### src/rtl/alu_mem_skid_stage_pkg.sv
// Shared widths, reset constants and helpers for the ALU->MEM skid stage.
// Define ALU_MEM_STALL_CNT_EN to add the stallCount output on the top.
package alu_mem_skid_stage_pkg;

  localparam int DATA_SIZE     = 32;
  localparam int REG_ADDR_SIZE = 5;

  localparam logic [DATA_SIZE-1:0]     DATA_BUS_RESET = '0;
  localparam logic [REG_ADDR_SIZE-1:0] REG_ADDR_RESET = '0;

  // Writes to x0 are architecturally dead, so the enable is dropped at capture.
  function automatic logic store_we(input logic we, input logic addr_zero, input logic suppress);
    return we & ~(suppress & addr_zero);
  endfunction

endpackage

### src/rtl/alu_mem_skid_stage_pipe_slot.sv
// One valid+payload register of the skid stage: load, drop, synchronous clear.
// Payload only changes on a real load so idle outputs hold their last value.
module alu_mem_skid_stage_pipe_slot
  import alu_mem_skid_stage_pkg::*;
#(
  parameter int DW = DATA_SIZE,
  parameter int AW = REG_ADDR_SIZE
) (
  input  logic          clk,
  input  logic          resetIn,
  input  logic          clear,
  input  logic          load,
  input  logic          drop,
  input  logic [DW-1:0] data_d,
  input  logic          we_d,
  input  logic [AW-1:0] addr_d,
  output logic          valid,
  output logic [DW-1:0] data,
  output logic          we,
  output logic [AW-1:0] addr
);

  always_ff @(posedge clk or negedge resetIn) begin
    if (!resetIn) begin
      valid <= 1'b0;
    end else if (clear) begin
      valid <= 1'b0;
    end else if (load) begin
      valid <= 1'b1;
    end else if (drop) begin
      valid <= 1'b0;
    end
  end

  always_ff @(posedge clk or negedge resetIn) begin
    if (!resetIn) begin
      data <= DW'(DATA_BUS_RESET);
      we   <= 1'b0;
      addr <= AW'(REG_ADDR_RESET);
    end else if (load && !clear) begin
      data <= data_d;
      we   <= we_d;
      addr <= addr_d;
    end
  end

endmodule

### src/rtl/alu_mem_skid_stage.sv
// ALU->MEM pipeline register with valid/ready handshake and 2-entry skid buffer.
// Optional ALU_MEM_STALL_CNT_EN adds a free-running stallCount output.
module alu_mem_skid_stage
  import alu_mem_skid_stage_pkg::*;
#(
  parameter int DATA_WIDTH        = DATA_SIZE,
  parameter int ADDR_WIDTH        = REG_ADDR_SIZE,
  parameter bit ZERO_REG_SUPPRESS = 1'b1
) (
  input  logic                  clk,
  input  logic                  resetIn,
  input  logic                  flushIn,
  input  logic                  inValid,
  output logic                  inReady,
  input  logic [DATA_WIDTH-1:0] dataIn,
  input  logic                  writeEnableIn,
  input  logic [ADDR_WIDTH-1:0] writeBackAddrIn,
  output logic                  outValid,
  input  logic                  outReady,
  output logic [DATA_WIDTH-1:0] dataOut,
  output logic                  writeEnableOut,
  output logic [ADDR_WIDTH-1:0] writeBackAddrOut,
  output logic [1:0]            occupancy
`ifdef ALU_MEM_STALL_CNT_EN
  ,
  output logic [31:0]           stallCount
`endif
);

  logic                  main_valid, skid_valid;
  logic [DATA_WIDTH-1:0] main_data, skid_data, main_data_d;
  logic                  main_we, skid_we, main_we_d, in_we;
  logic [ADDR_WIDTH-1:0] main_addr, skid_addr, main_addr_d;
  logic                  accept, fire;
  logic                  main_load, main_drop, skid_load, skid_drop;

  assign inReady = ~skid_valid;
  assign accept  = inValid & inReady;
  assign fire    = main_valid & outReady;
  assign in_we   = store_we(writeEnableIn, writeBackAddrIn == '0, ZERO_REG_SUPPRESS);

  // Main refills from skid when it holds an entry, otherwise straight from input.
  assign main_load   = (fire & skid_valid) | (fire & accept) | (~main_valid & accept);
  assign main_drop   = fire & ~skid_valid & ~accept;
  assign main_data_d = skid_valid ? skid_data : dataIn;
  assign main_we_d   = skid_valid ? skid_we   : in_we;
  assign main_addr_d = skid_valid ? skid_addr : writeBackAddrIn;

  // Accept is impossible while skid is full, so skid only ever loads when main stalls.
  assign skid_load = accept & main_valid & ~fire;
  assign skid_drop = fire;

  alu_mem_skid_stage_pipe_slot #(.DW(DATA_WIDTH), .AW(ADDR_WIDTH)) u_main (
    .clk    (clk),
    .resetIn(resetIn),
    .clear  (flushIn),
    .load   (main_load),
    .drop   (main_drop),
    .data_d (main_data_d),
    .we_d   (main_we_d),
    .addr_d (main_addr_d),
    .valid  (main_valid),
    .data   (main_data),
    .we     (main_we),
    .addr   (main_addr)
  );

  alu_mem_skid_stage_pipe_slot #(.DW(DATA_WIDTH), .AW(ADDR_WIDTH)) u_skid (
    .clk    (clk),
    .resetIn(resetIn),
    .clear  (flushIn),
    .load   (skid_load),
    .drop   (skid_drop),
    .data_d (dataIn),
    .we_d   (in_we),
    .addr_d (writeBackAddrIn),
    .valid  (skid_valid),
    .data   (skid_data),
    .we     (skid_we),
    .addr   (skid_addr)
  );

  assign outValid         = main_valid;
  assign dataOut          = main_data;
  assign writeBackAddrOut = main_addr;
  assign writeEnableOut   = main_we & main_valid;
  assign occupancy        = {1'b0, main_valid} + {1'b0, skid_valid};

`ifdef ALU_MEM_STALL_CNT_EN
  // Wraps naturally; flush deliberately leaves it alone.
  always_ff @(posedge clk or negedge resetIn) begin
    if (!resetIn) begin
      stallCount <= '0;
    end else if (main_valid && !outReady) begin
      stallCount <= stallCount + 32'd1;
    end
  end
`endif

  skid_implies_main : assert property (@(posedge clk) disable iff (!resetIn) skid_valid |-> main_valid);

endmodule

### config.mk
export PLATFORM = sky130hd
export DESIGN_NAME = alu_mem_skid_stage
export DESIGN_NICKNAME = d
export VERILOG_FILES = /design/src/rtl/alu_mem_skid_stage_pkg.sv /design/src/rtl/alu_mem_skid_stage_pipe_slot.sv /design/src/rtl/alu_mem_skid_stage.sv
export SDC_FILE = /design/constraint.sdc
export NUM_CORES = 1
export LEC_CHECK = 0
export ABC_AREA = 0
export BUFFER_PORTS_ARGS = -buffer_cell sky130_fd_sc_hd__buf_2
export CAP_MARGIN = 40
export CORE_MARGIN = 8
export CORE_UTILIZATION = 50
export CTS_CLUSTER_SIZE = 30
export DETAILED_ROUTE_END_ITERATION = 7
export PLACE_DENSITY = 0.83
export REMOVE_ABC_BUFFERS = 1
export SETUP_SLACK_MARGIN = 0.2
export SKIP_CTS_REPAIR_TIMING = 1
export SLEW_MARGIN = 40
export SYNTH_ARGS = -nofsm -noshare
export SYNTH_HDL_FRONTEND = slang
export SYNTH_SLANG_ARGS = --single-unit
export TNS_END_PERCENT = 100
### constraint.sdc
create_clock -name clk -period 3.8 [get_ports clk]
set_clock_uncertainty 0.2 [all_clocks]
set_input_delay 0.57 -clock clk [delete_from_list [all_inputs] [get_ports clk]]
set_output_delay 0.57 -clock clk [all_outputs]
set_load 0.02 [all_outputs]
==> impl_metrics.json <==
{
  "worstPathRequired_ns": 3.78,
  "drive_above_1_share_pct": 35.5,
  "ios": 85,
  "drt_iter0_markers": 116,
  "yosys_warnings": 0,
  "holdWs_ns": 0.0535,
  "overflow": 0,
  "post-place-ws_ns": 1.31,
  "ant_nets": 0,
  "ys_seq_area_share_pct": 56.4,
  "grt_pass1_wl_um": 13000,
  "vias": 2542,
  "cp_slowest_cell": "dfrtp_2",
  "power_density_nw_per_um2": 554,
  "die_w_um": 99.2,
  "clock_sinks": 78,
  "cts_made_buffers": 9,
  "viasPerCell": 5.88,
  "antenna_cells": 0,
  "syn_to_final_growth_pct": 17.7,
  "setup_ws_ns": 1.34,
  "relSlewSlack_pct": 53.8,
  "clk_pin_slew_ns": 0.08,
  "cp_cell_sequence": "mux2_4, and3_4, a21oi_1",
  "fin_total_pwr_mw": 2.26,
  "start_util_pct": 51.2,
  "syn_avg_cell_area_um2": 12.7,
  "core.rowCount": 30,
  "die_h_um": 99.2,
  "fmax_ghz": 0.406,
  "critPathKind": "register to register",
  "syn_area_um2": 3460,
  "path_max_fanout": 39,
  "tightest_slew_ns": 0.693,
  "r2r_cells": 3,
  "hold_path.class": "input port to async pin",
  "synth_cell_types": 23,
  "cts_tree": "built",
  "post_drt_wl_per_cell_um": 18.5,
  "cts_buffer_depth": 2,
  "grt_max_degree": 79,
  "core_um2": 6760,
  "hold_violations": 0,
  "status": "completed",
  "maxCapViolCount": 0,
  "slew_violations": 0,
  "fin_setup_tns_ns": 0,
  "yosys_register_bits": 78,
  "htreeDepth": 3,
  "drcViolationCount": 0,
  "grt_pass1_vias": 2754,
  "root_buffer": "clkbuf_8",
  "leakage_nw": 1.77,
  "post-route-min-period_ns": 2.46,
  "worstSkewPairLatency_ns": 0.34,
  "end_kind": "register",
  "setup_viol": 0,
  "worstSetupStartpointType": "register",
  "synth_cells": 273,
  "numPortBuffers": 84,
  "final_cell_mix": "buf_2, dfrtp_1, a31oi_1, a21oi_1, mux2i_1",
  "rsz0062_at_grt": "false",
  "arrival_ns": 2.45,
  "first_pass_iters": 4,
  "min_period_over_period_pct": 64.8,
  "gp_congestion": 0.726,
  "dieArea_um2": 9840,
  "antenna_found_initial": 0,
  "max_stage_delay_ns": 0.75,
  "place_hpwl_um": 5130,
  "routed_wl_um": 7980,
  "worst_ir_drop_vdd_mv": 0.350,
  "layout_commonest_cell": "buf_2",
  "grt_use_total_pct": 16.3,
  "nNetsFinal": 391
}
[worst paths after layout]
check                                 from         endpoint  slack [ns]
max in group asynchronous          resetIn     u_skid.valid        2.84
setup / recovery              u_skid.valid   u_main.data[5]        1.34
hold / removal                     resetIn  u_skid.data[13]        0.05
setup reg to reg              u_skid.valid   u_main.data[5]        1.34
min in group clk                  outReady     u_skid.valid        0.23
hold reg to reg            u_skid.data[27]  u_skid.data[27]        0.29
[flip-flops by register name (all words and copies together), names as in the netlist]
register and count:
u_main.valid 1, u_skid.addr 5, u_main.data 32, u_skid.we 1
u_main.addr 5, u_skid.data 32, u_skid.valid 1, u_main.we 1
[report_power, final]
| group | switching [mW] | internal, mW |
|---|---|---|
| Combinational | 0.297 | 0.221 |
| Clock | 0.285 | 0.323 |
| Sequential | 0.108 | 1.02 |
[metal layers]
metal | routed length [µm] | GRT usage (%)
met5 | 0 | 0
met4 | 142 | 7.45
met3 | 548 | 4.40
met2 | 4010 | 28.0
met1 | 3280 | 18.5
[metrics by stage]
step / cells / area (µm²) / util [%]
finish: 432 / 4070 / 60.3
global route: 432 / 4070 / 60.3
CTS: 432 / 4070 / 60.3
detailed placement: 416 / 3880 / 57.4
global placement: 416 / 3880 / 57.4
floorplan: 248 / 3310 / -
[final cells by class]
cell class	count	area (µm²)
timing repair buffer	88	457
sequential	78	1950
clock inverter	3	43.8
multi-input combinational	166	1360
tap	80	100
fill	566	2680
inverter	4	15.0
clock buffer	13	149
[Yosys cell counts]
| library cell | number | share of area [%] |
|---|---|---|
| o211ai_1 | 1 | 0.22 |
| mux2i_1 | 38 | 11 |
| nand2_1 | 1 | 0.11 |
| mux2_1 | 19 | 6.2 |
| mux2_4 | 1 | 0.43 |
| and2_1 | 1 | 0.18 |
| a21oi_1 | 39 | 5.6 |
| a211oi_1 | 1 | 0.22 |
| a31oi_1 | 39 | 7.0 |
| buf_4 | 1 | 0.22 |
| or4_1 | 1 | 0.22 |
| nand2b_1 | 1 | 0.18 |
| nand2b_4 | 1 | 0.40 |
| and3_4 | 1 | 0.33 |
| nor3_2 | 1 | 0.29 |
| buf_6 | 5 | 1.6 |
| dfrtp_1 | 78 | 56 |
| ha_1 | 1 | 0.36 |
| clkbuf_1 | 9 | 0.98 |
| inv_1 | 4 | 0.43 |
| mux2_2 | 18 | 5.9 |
| o21ai_0 | 2 | 0.29 |
| buf_2 | 10 | 1.4 |
[kinds of logic after synthesis]
logic type      after synthesis  share of synthesized area (%)
buf+inv                      29                           4.70
fa+ha+maj                     1                          0.361
compound gates               82                           13.4
mux                          76                           23.5
flops                        78                           56.4
simple gates                  7                           1.70
[worst max-delay path, delay by kind of cell (launching register included)]
kind,cells,cell delay [ns]
flops,1,0.75
simple gates,1,0.58
mux,1,0.57
compound gates,1,0.16
(Power assumes the default switching activity.)
